==> src/rtl/colour_bbox_tracker.sv <==
// Passive stream monitor: accumulates the bounding box of colour-detected pixels
// over each video frame and registers it at end of frame for the overlay stage.
module colour_bbox_tracker #(
  parameter int IMAGE_W    = 640,
  parameter int IMAGE_H    = 480,
  parameter int COORD_W    = 11,
  parameter int MIN_PIXELS = 16,
  parameter int CNT_W      = 20
) (
  input  logic               clk,
  input  logic               reset,
  input  logic               in_beat,
  input  logic               in_sop,
  input  logic               in_eop,
  input  logic [23:0]        in_data,
  input  logic               in_detect,
  output logic [COORD_W-1:0] bb_left,
  output logic [COORD_W-1:0] bb_right,
  output logic [COORD_W-1:0] bb_top,
  output logic [COORD_W-1:0] bb_bottom,
  output logic               bb_valid,
  output logic [CNT_W-1:0]   det_count,
  output logic               frame_done,
  output logic               overrun
);

  typedef enum logic [1:0] {WAIT_SOP, VIDEO, SKIP} state_e;

  localparam logic [COORD_W-1:0] X_LIM  = COORD_W'(IMAGE_W);
  localparam logic [COORD_W-1:0] Y_LIM  = COORD_W'(IMAGE_H);
  localparam logic [COORD_W-1:0] X_LAST = COORD_W'(IMAGE_W - 1);
  localparam logic [COORD_W-1:0] Y_LAST = COORD_W'(IMAGE_H - 1);
  localparam logic [CNT_W-1:0]   MIN_P  = CNT_W'(MIN_PIXELS);

  state_e             state_q, state_d;
  logic [COORD_W-1:0] x_q, x_d, y_q, y_d;
  logic [COORD_W-1:0] min_x_q, min_x_d, max_x_q, max_x_d;
  logic [COORD_W-1:0] min_y_q, min_y_d, max_y_q, max_y_d;
  logic [CNT_W-1:0]   cnt_q, cnt_d;
  logic [COORD_W-1:0] bb_left_q, bb_left_d, bb_right_q, bb_right_d;
  logic [COORD_W-1:0] bb_top_q, bb_top_d, bb_bottom_q, bb_bottom_d;
  logic               bb_valid_q, bb_valid_d;
  logic [CNT_W-1:0]   det_count_q, det_count_d;
  logic               frame_done_q, frame_done_d;
  logic               overrun_q, overrun_d;
  logic               commit;
  logic               data_unused;

  assign data_unused = ^in_data[23:4];

  always_ff @(posedge clk or posedge reset) begin
    if (reset) begin
      state_q      <= WAIT_SOP;
      x_q          <= '0;
      y_q          <= '0;
      min_x_q      <= X_LAST;
      min_y_q      <= Y_LAST;
      max_x_q      <= '0;
      max_y_q      <= '0;
      cnt_q        <= '0;
      bb_left_q    <= '0;
      bb_right_q   <= '0;
      bb_top_q     <= '0;
      bb_bottom_q  <= '0;
      bb_valid_q   <= 1'b0;
      det_count_q  <= '0;
      frame_done_q <= 1'b0;
      overrun_q    <= 1'b0;
    end else begin
      state_q      <= state_d;
      x_q          <= x_d;
      y_q          <= y_d;
      min_x_q      <= min_x_d;
      min_y_q      <= min_y_d;
      max_x_q      <= max_x_d;
      max_y_q      <= max_y_d;
      cnt_q        <= cnt_d;
      bb_left_q    <= bb_left_d;
      bb_right_q   <= bb_right_d;
      bb_top_q     <= bb_top_d;
      bb_bottom_q  <= bb_bottom_d;
      bb_valid_q   <= bb_valid_d;
      det_count_q  <= det_count_d;
      frame_done_q <= frame_done_d;
      overrun_q    <= overrun_d;
    end
  end

  always_comb begin
    state_d      = state_q;
    x_d          = x_q;
    y_d          = y_q;
    min_x_d      = min_x_q;
    min_y_d      = min_y_q;
    max_x_d      = max_x_q;
    max_y_d      = max_y_q;
    cnt_d        = cnt_q;
    bb_left_d    = bb_left_q;
    bb_right_d   = bb_right_q;
    bb_top_d     = bb_top_q;
    bb_bottom_d  = bb_bottom_q;
    bb_valid_d   = bb_valid_q;
    det_count_d  = det_count_q;
    frame_done_d = 1'b0;
    overrun_d    = overrun_q;
    commit       = 1'b0;

    if (in_beat) begin
      if (in_sop) begin
        // A sop restarts from any state; an unterminated packet is simply dropped.
        x_d     = '0;
        y_d     = '0;
        min_x_d = X_LAST;
        min_y_d = Y_LAST;
        max_x_d = '0;
        max_y_d = '0;
        cnt_d   = '0;
        if (in_data[3:0] == 4'd0) begin
          state_d = in_eop ? WAIT_SOP : VIDEO;
          commit  = in_eop;
        end else begin
          state_d = in_eop ? WAIT_SOP : SKIP;
        end
      end else if (state_q == VIDEO) begin
        if (y_q < Y_LIM && x_q < X_LIM) begin
          if (in_detect) begin
            if (x_q < min_x_q) min_x_d = x_q;
            if (x_q > max_x_q) max_x_d = x_q;
            if (y_q < min_y_q) min_y_d = y_q;
            if (y_q > max_y_q) max_y_d = y_q;
            if (cnt_q != '1) cnt_d = cnt_q + 1'b1;
          end
          if (x_q == X_LAST) begin
            x_d = '0;
            y_d = y_q + 1'b1;
          end else begin
            x_d = x_q + 1'b1;
          end
        end else begin
          overrun_d = 1'b1;
        end
        if (in_eop) begin
          commit  = 1'b1;
          state_d = WAIT_SOP;
        end
      end else if (state_q == SKIP && in_eop) begin
        state_d = WAIT_SOP;
      end
    end

    // Commit sees the eop pixel's contribution via the _d accumulators.
    if (commit) begin
      frame_done_d = 1'b1;
      det_count_d  = cnt_d;
      if (cnt_d >= MIN_P && cnt_d != '0) begin
        bb_left_d   = min_x_d;
        bb_right_d  = max_x_d;
        bb_top_d    = min_y_d;
        bb_bottom_d = max_y_d;
        bb_valid_d  = 1'b1;
      end else begin
        bb_valid_d  = 1'b0;
      end
    end
  end

  always_comb begin
    bb_left    = bb_left_q;
    bb_right   = bb_right_q;
    bb_top     = bb_top_q;
    bb_bottom  = bb_bottom_q;
    bb_valid   = bb_valid_q;
    det_count  = det_count_q;
    frame_done = frame_done_q;
    overrun    = overrun_q;
  end

endmodule

==> config.mk <==
export PLATFORM = sky130hd
export DESIGN_NAME = colour_bbox_tracker
export DESIGN_NICKNAME = d
export VERILOG_FILES = /design/src/rtl/colour_bbox_tracker.sv
export SDC_FILE = /design/constraint.sdc
export NUM_CORES = 1
export LEC_CHECK = 0
export CAP_MARGIN = 20
export CORE_ASPECT_RATIO = 1.5
export CORE_MARGIN = 2
export CORE_UTILIZATION = 55
export DETAILED_ROUTE_END_ITERATION = 8
export DONT_BUFFER_PORTS = 1
export PLACE_DENSITY = 0.75
export SYNTH_ARGS = -nofsm -noshare
export SYNTH_HDL_FRONTEND = slang
export SYNTH_SLANG_ARGS = --single-unit
==> constraint.sdc <==
create_clock -name clk -period 8.6 [get_ports clk]
set_input_delay 0 -clock clk [delete_from_list [all_inputs] [get_ports clk]]
set_output_delay 0 -clock clk [all_outputs]
set_load 0.05 [all_outputs]
# Word level (Yosys, flattened, before mapping)

Cells that the tools add are included.

$add $sub $neg: 3
Order comparisons: 7
Eq/ne operators: 5
Muxes and demuxes: 52
Bitwise operators: 2
Reduce and logical (&&, ||, !) cells: 14

Operator list:

| cell                  | number |
|---|---|
| $mux 11               | 32 |
| $mux 20               | 6 |
| $add 11x1->11 const B | 2 |
| $gt 11x11->1          | 2 |
| $lt 11x11->1          | 2 |
| $add 20x1->20 const B | 1 |
| $ge 20x5->1 const B   | 1 |
| $ne 20x20->1 const B  | 1 |
| $reduce_bool 20->1    | 1 |
| $mux 2                | 6 |
| $eq 11x10->1 const B  | 1 |
| $lt 11x10->1 const B  | 1 |
| $lt 11x9->1 const B   | 1 |
| $mux 1                | 8 |
| $reduce_and 4->1      | 2 |
| $reduce_and 3->1      | 2 |
| $reduce_bool 2->1     | 3 |
| $logic_not 4->1       | 1 |
| $logic_and 1x1->1     | 3 |
| $ne 3x3->1 const B    | 1 |
| $reduce_bool 3->1     | 1 |
| $eq 2x1->1 const B    | 1 |
| $eq 2x2->1 const B    | 1 |
| $not 1->1             | 2 |
| $reduce_and 2->1      | 1 |

Register bits after elaboration: 155
Input port bits: 30
Output and inout bits: 67
Word-level logic and storage cells: 99

# Longest topological paths before layout

Gate-level depths: netlist of the first run.

Depth after elaboration: 10
Gate-level depth with buffers: 11

# Least setup slack after synthesis of the first run

OpenSTA, ideal clock, no wires.

Path type: register -> register
From: reg y_q[9]
To: reg bb_bottom_q[0], in the netlist bb_bottom[0]
Arrival time: 3.036 ns
Path slack: 5.439 ns
Stages on the path, launching flop included: 11
Path buffers: 2
Path through: dfrtp_1 -> or3_1 -> buf_2 -> or4_4 -> a21oi_2 -> and4_1 -> mux2i_1 -> nor3_2 -> a41oi_4 -> buf_6 -> mux2_4

Word-level cells in the longest chain between the ends: 9
Elaborated cells on any way between the ends: 17
Those cells by class: order compare: 3; mux: 10; reduce/logical: 4

RTL lines:

| what                                                     | RTL line | source |
|---|---|---|
| start, declared                                          | 36       | `logic [COORD_W-1:0] x_q, x_d, y_q, y_d;` |
| start signal, assigned                                   | 72       | `y_q <= y_d;` |
| $lt 11x9->1 (*)                                          | 125      | `if (y_q < Y_LIM && x_q < X_LIM) begin` |
| $logic_and 1x1->1 (*)                                    | 125      |  |
| $mux 20 (*)                                              | 125      |  |
| $mux 20 (*)                                              | 124      | `end else if (state_q == VIDEO) begin` |
| $mux 20 (*)                                              | 109      | `if (in_sop) begin` |
| $mux 20 (*)                                              | 108      | `if (in_beat) begin` |
| via cnt_d[13]                                            | 39       | `logic [CNT_W-1:0] cnt_q, cnt_d;` |
| $ge 20x5->1 / $reduce_bool 20->1 (equally long branches) | 155      | `if (cnt_d >= MIN_P && cnt_d != '0) begin` |
| $logic_and 1x1->1 (*)                                    | 155      |  |
| $reduce_and 2->1 (no line) (*)                           | n/a      |  |
| end signal, assigned                                     | 81       | `bb_bottom_q <= bb_bottom_d;` |
| end, declared                                            | 41       | `logic [COORD_W-1:0] bb_top_q, bb_top_d, bb_bottom_q, bb_bottom_d;` |

Mark *: on every way through the listed nets, which the timed path passes. The rest lies on a longest branch.
A chain may end at the register's enable or synchronous reset.

# Worst setup path in the final report of the first run

From: reg x_q[10]
To: reg bb_right_q[1], in the netlist bb_right[1]

Word-level cells in the longest chain between the ends: 9
Elaborated cells on any way between the ends: 17
Those cells by class: order compare: 3; mux: 10; reduce/logical: 4

RTL lines:

| what                                                     | RTL line | source |
|---|---|---|
| start, declared                                          | 36       |  |
| start signal, assigned                                   | 54       | `x_q <= '0;` |
| start signal, assigned                                   | 71       | `x_q <= x_d;` |
| $lt 11x10->1 (*)                                         | 125      |  |
| $logic_and 1x1->1 (*)                                    | 125      |  |
| $mux 20 (*)                                              | 125      |  |
| $mux 20 (*)                                              | 124      |  |
| $mux 20 (*)                                              | 109      |  |
| $mux 20 (*)                                              | 108      |  |
| via cnt_d[13]                                            | 39       |  |
| $ge 20x5->1 / $reduce_bool 20->1 (equally long branches) | 155      |  |
| $logic_and 1x1->1 (*)                                    | 155      |  |
| $reduce_and 2->1 (no line) (*)                           | n/a      |  |
| end signal, assigned                                     | 79       | `bb_right_q <= bb_right_d;` |
| end, declared                                            | 40       | `logic [COORD_W-1:0] bb_left_q, bb_left_d, bb_right_q, bb_right_d;` |

Marked as above.

==> flow_summary.json, run 1 <==
{
  "outcome": "finished, final reports clean",
  "comb_power_share_pct": 9.1,
  "synth.top_cell.area_share_pct": 43.1,
  "power.net_switching_mw": 0.438,
  "clock_tree_skew_after_final_layout_ns": 0.0105,
  "synth-xor-area-share_pct": 2.06,
  "worst_setup_path_endpoint": "bb_right[1]$_DFFE_PP0P_",
  "power.ir.vdd_worst_uv": 135,
  "tritoncts_num_sinks": 155,
  "worst-r2r-cell-count": 9,
  "proportion_of_layout_cells_with_a_drive_suffix_above_1_pct": 18.0,
  "ant_nets": 0,
  "timing.setup.tns_ns": 0,
  "cts_buffers": 17,
  "rsz0062_at_grt": "false",
  "period_needed_ns": 3.93,
  "chipWidth_um": 103,
  "dr.first_iter.drc_count": 303,
  "timing.hold.worst.class": "in -> reg",
  "setup-violations-final": 0,
  "internal_power_mw": 1.30,
  "tightestPinTransition_ns": 0.851,
  "nFillCells": 1133,
  "detailedPlacementHpwl_um": 12400,
  "synth_compound_gate_area_share_pct": 13.2,
  "cts-root-buf": "sky130_fd_sc_hd__clkbuf_16",
  "placer_congestion_estimate": 0.885,
  "globalRouteOverflowTotal": 0,
  "syn-instance-count": 741,
  "synth_edf_count": 0,
  "timing.reg2reg.setup_slack_ns": 4.67,
  "utilization_after_layout_pct": 62.2,
  "finalWorstSetupSlack_ns": 4.67,
  "antenna-diode-count": 0,
  "count_of_different_cell_masters_after_synthesis": 61,
  "first_global_vias": 6113,
  "total_number_of_yosys_warnings": 0,
  "ios": 97,
  "synth_simple_gate_area_share_pct": 13.3,
  "die_area_mm2": 0.0157,
  "main_combinational_cell_family_by_area_after_synthesis": "simple AND/OR/NAND/NOR gates",
  "synth_largest_area_cell": "sky130_fd_sc_hd__dfrtp_1",
  "achievable-frequency_mhz": 254,
  "final_max_slew_viol_count": 0,
  "final.period_utilization_pct": 45.7,
  "flow.area_growth_from_synthesis_pct": 11.4,
  "post_cts.repair.setup_buffers": 0,
  "wl_per_cell_um": 19.5,
  "post_synthesis_sequential_area_ratio_pct": 48.3,
  "fin_nets": 819,
  "seq_power_share_pct": 46.0,
  "clkLatencyLatePin_ns": 0.43,
  "synthAdderAreaFrac_pct": 6.98,
  "floorplan.rows": 54,
  "hold_path_startpoint": "in_beat",
  "startpoint": "x_q[10]$_DFFE_PP0P_",
  "clockBufferDepth": 2,
  "power_leakage_nw": 4.18,
  "timing.critical_path.to_type": "flip-flop",
  "totalWireLength_um": 18600,
  "timing.critical_path.arrival_ns": 4.24,
  "cts-hold-fix-buffers": 11,
  "floorplan.core_area_mm2": 0.0145,
  "drc": 0,
  "drt_first_pass_iters": 5,
  "maximum_number_of_pins_on_one_net_before_global_route_repair": 86,
  "postSynth.topFlopCell": "sky130_fd_sc_hd__dfrtp_1",
  "relSlewSlack_pct": 43.1,
  "p_clk_share_pct": 44.9,
  "maxCapViolCount": 0,
  "dpl_worst_slack_ns": 4.69,
  "crit_type": "reg -> reg",
  "fin_worst_hold_slack_ns": 0.0100,
  "reg_to_reg_startpoint": "x_q[10]$_DFFE_PP0P_",
  "critPathLaunchType": "flip-flop",
  "grt.total_usage_pct": 25.3,
  "power.density_mw_per_mm2": 193,
  "wire_length_of_the_first_global_routing_pass_um": 30900,
  "cts_tree": "built",
  "path_max_fanout": 45,
  "syn-num-nets": 816,
  "synth.avg_cell_area_um2": 10.9,
  "port_buffers": 0,
  "largest_cells_by_area_after_synthesis": "sky130_fd_sc_hd__dfrtp_1 43%, sky130_fd_sc_hd__mux2_4 7.3%, sky130_fd_sc_hd__ha_1 7.0%, sky130_fd_sc_hd__dfstp_2 5.2%, sky130_fd_sc_hd__mux2_2 3.5%",
  "via_per_inst": 6.10,
  "final_hold_viol_count": 0,
  "synth_mux_area_share_pct": 11.7,
  "post-layout-total-power_mw": 1.74,
  "switching_share_pct": 25.2,
  "async_flop_share_pct": 100,
  "antenna_found_initial": 0,
  "timing.critical_path.required_ns": 8.91,
  "postSynthRegisterBits": 155,
  "routed-via-count": 5811,
  "post_synth_instance_area_mm2": 0.00807,
  "cts.reportedPaths.clkPinSlew_ns": 0.06,
  "die_y_um": 152,
  "post_cts_resize_count": 0,
  "r2r_end": "bb_right[1]$_DFFE_PP0P_",
  "h-tree-depth": 4,
  "starting_density_of_the_core_pct": 55.8
}
stage by stage:
step | cell area, µm² | std cells
floorplan | 8070 | 741
global placement | 8210 | 908
detailed placement | 8210 | 908
CTS | 8950 | 951
global route | 8990 | 953
finish | 8990 | 953
cell type report:
cell class,count,area [µm²],area share [%]
multi-input combinational,500,3820,42.5
tap,196,245,2.73
sequential,155,3900,43.4
timing repair buffer,19,210,2.34
clock buffer,19,453,5.04
inverter,51,196,2.19
clock inverter,13,166,1.85
how the worst min path moves through the flow:
stage	endpoint	depth (start not counted)
after floorplan	state_q[1]$_DFFE_PP0P_	1
after global placement	det_count[1]$_DFFE_PP0P_	1
after detailed placement	det_count[1]$_DFFE_PP0P_	1
after CTS	min_x_q[10]$_DFF_PP0_	2
after global routing	min_x_q[10]$_DFF_PP0_	2
final	min_x_q[10]$_DFF_PP0_	2
cell usage after synthesis (10+ instances only):
cell and n:
sky130_fd_sc_hd__dfrtp_1 139, sky130_fd_sc_hd__nand2_1 58, sky130_fd_sc_hd__nor2_1 53, sky130_fd_sc_hd__inv_1 51, sky130_fd_sc_hd__ha_1 45, sky130_fd_sc_hd__mux2_4 39, sky130_fd_sc_hd__o21ai_0 27, sky130_fd_sc_hd__mux2_2 25
sky130_fd_sc_hd__clkbuf_1 24, sky130_fd_sc_hd__a21oi_1 20, sky130_fd_sc_hd__o22ai_1 20, sky130_fd_sc_hd__nand4_1 19, sky130_fd_sc_hd__dfstp_2 16, sky130_fd_sc_hd__nand3_1 12, sky130_fd_sc_hd__o31ai_1 11, sky130_fd_sc_hd__a22oi_1 10
sky130_fd_sc_hd__and2_1 10, sky130_fd_sc_hd__xnor2_1 10
routing by layer:
layer / track usage (%) / share of wire (%) / vias up
met4: 12.0 / 3.3 / 0
met5: 0 / 0 / -
li1: - / - / 2674
met2: 41.7 / 52 / 203
met1: 30.5 / 39 / 2884
met3: 6.28 / 6.2 / 50
layout by cell type, fill, tap and decap left out, types with 10 or more instances in the layout:
master	count
sky130_fd_sc_hd__o31ai_1	11
sky130_fd_sc_hd__ha_1	45
sky130_fd_sc_hd__mux2_4	39
sky130_fd_sc_hd__nor2_1	53
sky130_fd_sc_hd__dfrtp_1	139
sky130_fd_sc_hd__dfstp_2	16
sky130_fd_sc_hd__nand2_1	58
sky130_fd_sc_hd__inv_1	50
sky130_fd_sc_hd__nand3_1	12
sky130_fd_sc_hd__o22ai_1	20
sky130_fd_sc_hd__nand4_1	19
sky130_fd_sc_hd__a21oi_1	20
sky130_fd_sc_hd__and2_1	10
sky130_fd_sc_hd__mux2_2	25
sky130_fd_sc_hd__xnor2_1	10
sky130_fd_sc_hd__a22oi_1	10
sky130_fd_sc_hd__clkbuf_16	17
sky130_fd_sc_hd__o21ai_0	27
power groups by stage:
stage	logic (mW)	clock network [mW]	registers, mW
2_1_floorplan	0.119	0	0.806
3_3_place_gp	0.137	0	0.811
3_5_place_dp	0.145	0	0.813
4_1_cts	0.158	0.791	0.800
6_report	0.159	0.780	0.800
5_1_grt	0.180	0.829	0.804
cells by family after synthesis:
logic type / Yosys count
compound gates: 155
xor+xnor: 19
buf+inv: 86
fa+ha+maj: 45
flops: 155
mux: 72
simple gates: 209
flip-flops by register name (all words and copies together), names as in the netlist:
register	flops
det_count	20
overrun	1
bb_left	11
bb_right	11
y_q	11
max_x_q	11
x_q	11
min_y_q	11
state_q	2
bb_top	11
bb_bottom	11
min_x_q	11
max_y_q	11
frame_done	1
bb_valid	1
cnt_q	20
critical path: stages, from the launching register on:
cell and delay (ns):
sky130_fd_sc_hd__dfrtp_1 0.45, sky130_fd_sc_hd__or3_1 0.50, sky130_fd_sc_hd__or4_4 0.58, sky130_fd_sc_hd__a21oi_2 0.27
sky130_fd_sc_hd__and4_1 0.27, sky130_fd_sc_hd__mux2i_1 0.31, sky130_fd_sc_hd__nor3_2 0.09, sky130_fd_sc_hd__a41oi_4 0.21
sky130_fd_sc_hd__buf_4 0.71, sky130_fd_sc_hd__mux2_2 0.42
(Power assumes the default switching activity.)
==> run 2, diff against run 1 <==
--- a/config.mk
+++ b/config.mk
@@ -5,6 +5,7 @@
 export SDC_FILE = /design/constraint.sdc
 export NUM_CORES = 1
 export LEC_CHECK = 0
+export ABC_AREA = 1
 export CAP_MARGIN = 20
 export CORE_ASPECT_RATIO = 1.5
 export CORE_MARGIN = 2
==> constraint.sdc (replaced) <==
create_clock -name clk -period 3.9 [get_ports clk]
set_input_delay 0 -clock clk [delete_from_list [all_inputs] [get_ports clk]]
set_output_delay 0 -clock clk [all_outputs]
set_load 0.05 [all_outputs]
==> run 2 against run 1 <==
  * Combinational power increased to 2.6 times the previous value
  * Sequential power increased to 2.7 times the previous value
  * Synthesized area increased by 3.2%
  * First-iteration DRC count increased by 29%
  * Synthesized cell count increased by 42%
  * Utilization decreased by 0.81 points
  * Clock power increased by 120%
==> flow_summary.json, run 2 <==
{
  "outcome": "finished, final reports clean",
  "synth-xor-area-share_pct": 0,
  "starting_density_of_the_core_pct": 55.8,
  "detailedPlacementHpwl_um": 13700,
  "cts_buffers": 17,
  "cts_tree": "built",
  "wire_length_of_the_first_global_routing_pass_um": 33600,
  "slowest_stage": "sky130_fd_sc_hd__o2111ai_1",
  "final_hold_viol_count": 0,
  "met3_length_um": 990,
  "power_leakage_nw": 4.69,
  "crit_type": "reg -> reg",
  "die_area_mm2": 0.0162,
  "via_per_inst": 5.60,
  "syn-instance-count": 1052,
  "clock_tree_skew_after_final_layout_ns": 0.00923,
  "whs_endpoint": "cnt_q[15]$_DFF_PP0_",
  "antenna-diode-count": 0,
  "tritoncts_num_sinks": 155,
  "port_buffers": 0,
  "cts-root-buf": "sky130_fd_sc_hd__clkbuf_16",
  "antenna_found_initial": 0,
  "maxCapViolCount": 0,
  "timing.critical_path.arrival_ns": 3.41,
  "timing.critical_path.to_type": "flip-flop",
  "timing.hold.worst.class": "in -> reg",
  "first_global_vias": 7011,
  "timing.reg2reg.setup_slack_ns": 0.80,
  "rsz0062_at_grt": "false",
  "async_flop_share_pct": 100,
  "synth_simple_gate_area_share_pct": 25.7,
  "floorplan.core_area_mm2": 0.0149,
  "clkLatencyLatePin_ns": 0.43,
  "synth_edf_count": 0,
  "tightestPinTransition_ns": 0.869,
  "worst-r2r-cell-count": 7,
  "dpl_worst_slack_ns": 1.04,
  "wl_per_cell_um": 15.8,
  "synth.avg_cell_area_um2": 7.92,
  "post_cts.repair.setup_buffers": 0,
  "main_combinational_cell_family_by_area_after_synthesis": "simple AND/OR/NAND/NOR gates",
  "floorplan.rows": 55,
  "chipWidth_um": 104,
  "cts.reportedPaths.clkPinSlew_ns": 0.06,
  "finalWorstSetupSlack_ns": 0.802,
  "flow.area_growth_from_synthesis_pct": 10.1,
  "relSlewSlack_pct": 41.9,
  "synth_compound_gate_area_share_pct": 12.0,
  "mostFrequentLayoutCells": "279 x sky130_fd_sc_hd__nand2_1, 142 x sky130_fd_sc_hd__inv_1, 139 x sky130_fd_sc_hd__dfrtp_1",
  "synthAdderAreaFrac_pct": 6.76,
  "postSynthRegisterBits": 155,
  "die_y_um": 155,
  "ys_top_cells_by_count": "279 x sky130_fd_sc_hd__nand2_1, 143 x sky130_fd_sc_hd__inv_1, 139 x sky130_fd_sc_hd__dfrtp_1, 102 x sky130_fd_sc_hd__nand3_1, 72 x sky130_fd_sc_hd__o21ai_0",
  "final.period_utilization_pct": 79.4,
  "count_of_different_cell_masters_after_synthesis": 40,
  "final_max_slew_viol_count": 0,
  "dr.first_iter.drc_count": 390,
  "setup-violations-final": 0,
  "ant_nets": 0,
  "largest_cells_by_area_after_synthesis": "sky130_fd_sc_hd__dfrtp_1 42%, sky130_fd_sc_hd__nand2_1 13%, sky130_fd_sc_hd__ha_1 6.8%, sky130_fd_sc_hd__inv_1 6.4%, sky130_fd_sc_hd__nand3_1 6.1%",
  "synth_mux_area_share_pct": 0,
  "synth_largest_area_cell": "sky130_fd_sc_hd__dfrtp_1",
  "post_synthesis_sequential_area_ratio_pct": 46.8,
  "power.ir.vdd_worst_uv": 265,
  "routed-via-count": 7067,
  "reg_to_reg_startpoint": "x_q[8]$_DFFE_PP0P_",
  "critPathLaunchType": "flip-flop",
  "drc": 0,
  "post_synth_instance_area_mm2": 0.00833,
  "h-tree-depth": 4,
  "detailed_route_wire_length_on_metal_1_um": 7960,
  "synth.most_common_cell": "sky130_fd_sc_hd__nand2_1",
  "maximum_number_of_pins_on_one_net_before_global_route_repair": 117,
  "hold_path_startpoint": "in_beat",
  "globalRouteOverflowTotal": 0,
  "proportion_of_layout_cells_with_a_drive_suffix_above_1_pct": 7.42,
  "power.density_mw_per_mm2": 466,
  "syn-num-nets": 1127,
  "wl_met2_um": 10500,
  "postSynth.topFlopCell": "sky130_fd_sc_hd__dfrtp_1",
  "placer_congestion_estimate": 0.913,
  "clockBufferDepth": 2,
  "final_common_cell": "sky130_fd_sc_hd__nand2_1",
  "drt_first_pass_iters": 5,
  "whs_path_depth": 5,
  "totalWireLength_um": 20000,
  "path_cells": "ha_1, a21oi_1, o2111ai_1, nand2_1, o21ai_0, o22ai_1, dlygate4sd3_1",
  "achievable-frequency_mhz": 323,
  "fin_nets": 1126,
  "synth.top_cell.area_share_pct": 41.8,
  "route.top_layer_used": "met4",
  "grt.total_usage_pct": 26.0,
  "r2r_end": "max_x_q[3]$_DFF_PP0_",
  "period_needed_ns": 3.10,
  "ios": 97,
  "timing.critical_path.required_ns": 4.21,
  "total_number_of_yosys_warnings": 0,
  "critical_path.max_stage_delay_ns": 0.58,
  "path_max_fanout": 14,
  "timing.setup.tns_ns": 0
}
==> run 2: cell count changes after synthesis, moves of 10 or more <==
| cell | delta |
|---|---|
| sky130_fd_sc_hd__a21oi_1 | +28 |
| sky130_fd_sc_hd__mux2_4 | -39 |
| sky130_fd_sc_hd__nand2_1 | +221 |
| sky130_fd_sc_hd__o21ai_0 | +45 |
| sky130_fd_sc_hd__inv_1 | +92 |
| sky130_fd_sc_hd__nand3_1 | +90 |
| sky130_fd_sc_hd__and2_1 | -10 |
| sky130_fd_sc_hd__xnor2_1 | -10 |
| sky130_fd_sc_hd__mux2_2 | -25 |
==> run 2: power breakdown <==
group	leakage, nW	switching [mW]	total, mW	internal (mW)
combinational	2.35	0.276	0.407	0.131
clock	0.286	0.716	1.68	0.960
sequential	2.06	0.455	2.19	1.73
==> run 2: layer usage <==
layer / vias up / track usage [%]
li1: 3437 / -
met1: 3382 / 30.3
met2: 200 / 46.4
met3: 48 / 4.85
met4: 0 / 11.2
met5: - / 0
==> run 2: how the worst max path moves through the flow <==
| stage | from | to | slack [ns] | cells after the start |
|---|---|---|---|---|
| 6_report | x_q[8]$_DFFE_PP0P_ | max_x_q[3]$_DFF_PP0_ | 0.80 | 7 |
| 5_1_grt | x_q[6]$_DFFE_PP0P_ | max_x_q[3]$_DFF_PP0_ | 0.49 | 9 |
| 4_1_cts | x_q[8]$_DFFE_PP0P_ | max_x_q[3]$_DFF_PP0_ | 0.86 | 7 |
| 3_5_place_dp | cnt_q[1]$_DFF_PP0_ | bb_top[6]$_DFFE_PP0P_ | 1.04 | 16 |
| 3_3_place_gp | cnt_q[1]$_DFF_PP0_ | bb_top[6]$_DFFE_PP0P_ | 1.06 | 16 |
| 2_1_floorplan | cnt_q[1]$_DFF_PP0_ | bb_bottom[7]$_DFFE_PP0P_ | 1.75 | 16 |
==> run 2: per-stage QoR <==
step                instance area [µm²]  util, %  hold WS [ns]  instances  power, mW
global route                       9160     61.4        0.0506       1263       4.45
CTS                                9160     61.4       0.00502       1263       4.29
detailed placement                 8470     56.7        0.0818       1222       2.61
finish                             9160     61.4        0.0223       1263       4.27
global placement                   8470     56.7        0.0680       1222       2.59
floorplan                          8330        -         0.113       1052       2.49
==> run 2: final cells by class <==
cell class | count | area, µm²
clock buffer | 18 | 429
clock inverter | 14 | 160
fill | 1341 | 5770
inverter | 145 | 548
multi-input combinational | 716 | 3710
sequential | 155 | 3900
tap | 199 | 249
timing repair buffer | 16 | 165
==> run 2: cell families (layout without fill, tap and decap cells) <==
logic type | count (synthesis) | count (layout)
fa+ha+maj | 45 | 45
simple gates | 493 | 493
compound gates | 178 | 178
flops | 155 | 155
buf+inv | 181 | 193
==> run 2: worst max-delay path: cells and delay by family (launching register included) <==
kind	cells	cell delay, ns
AO/OA/AOI/OAI	4	1.07
buffers and inverters	1	0.57
flip-flops	1	0.49
AND/OR/NAND/NOR	1	0.48
adder cells (fa/ha/maj)	1	0.37
==> run 2: repair_timing <==
action | CTS | global route
hold buffers | 9 | 0
gates resized for setup | 0 | 0
endpoints found under the setup margin | 0 | 0
hold endpoints to repair | 128 | 0
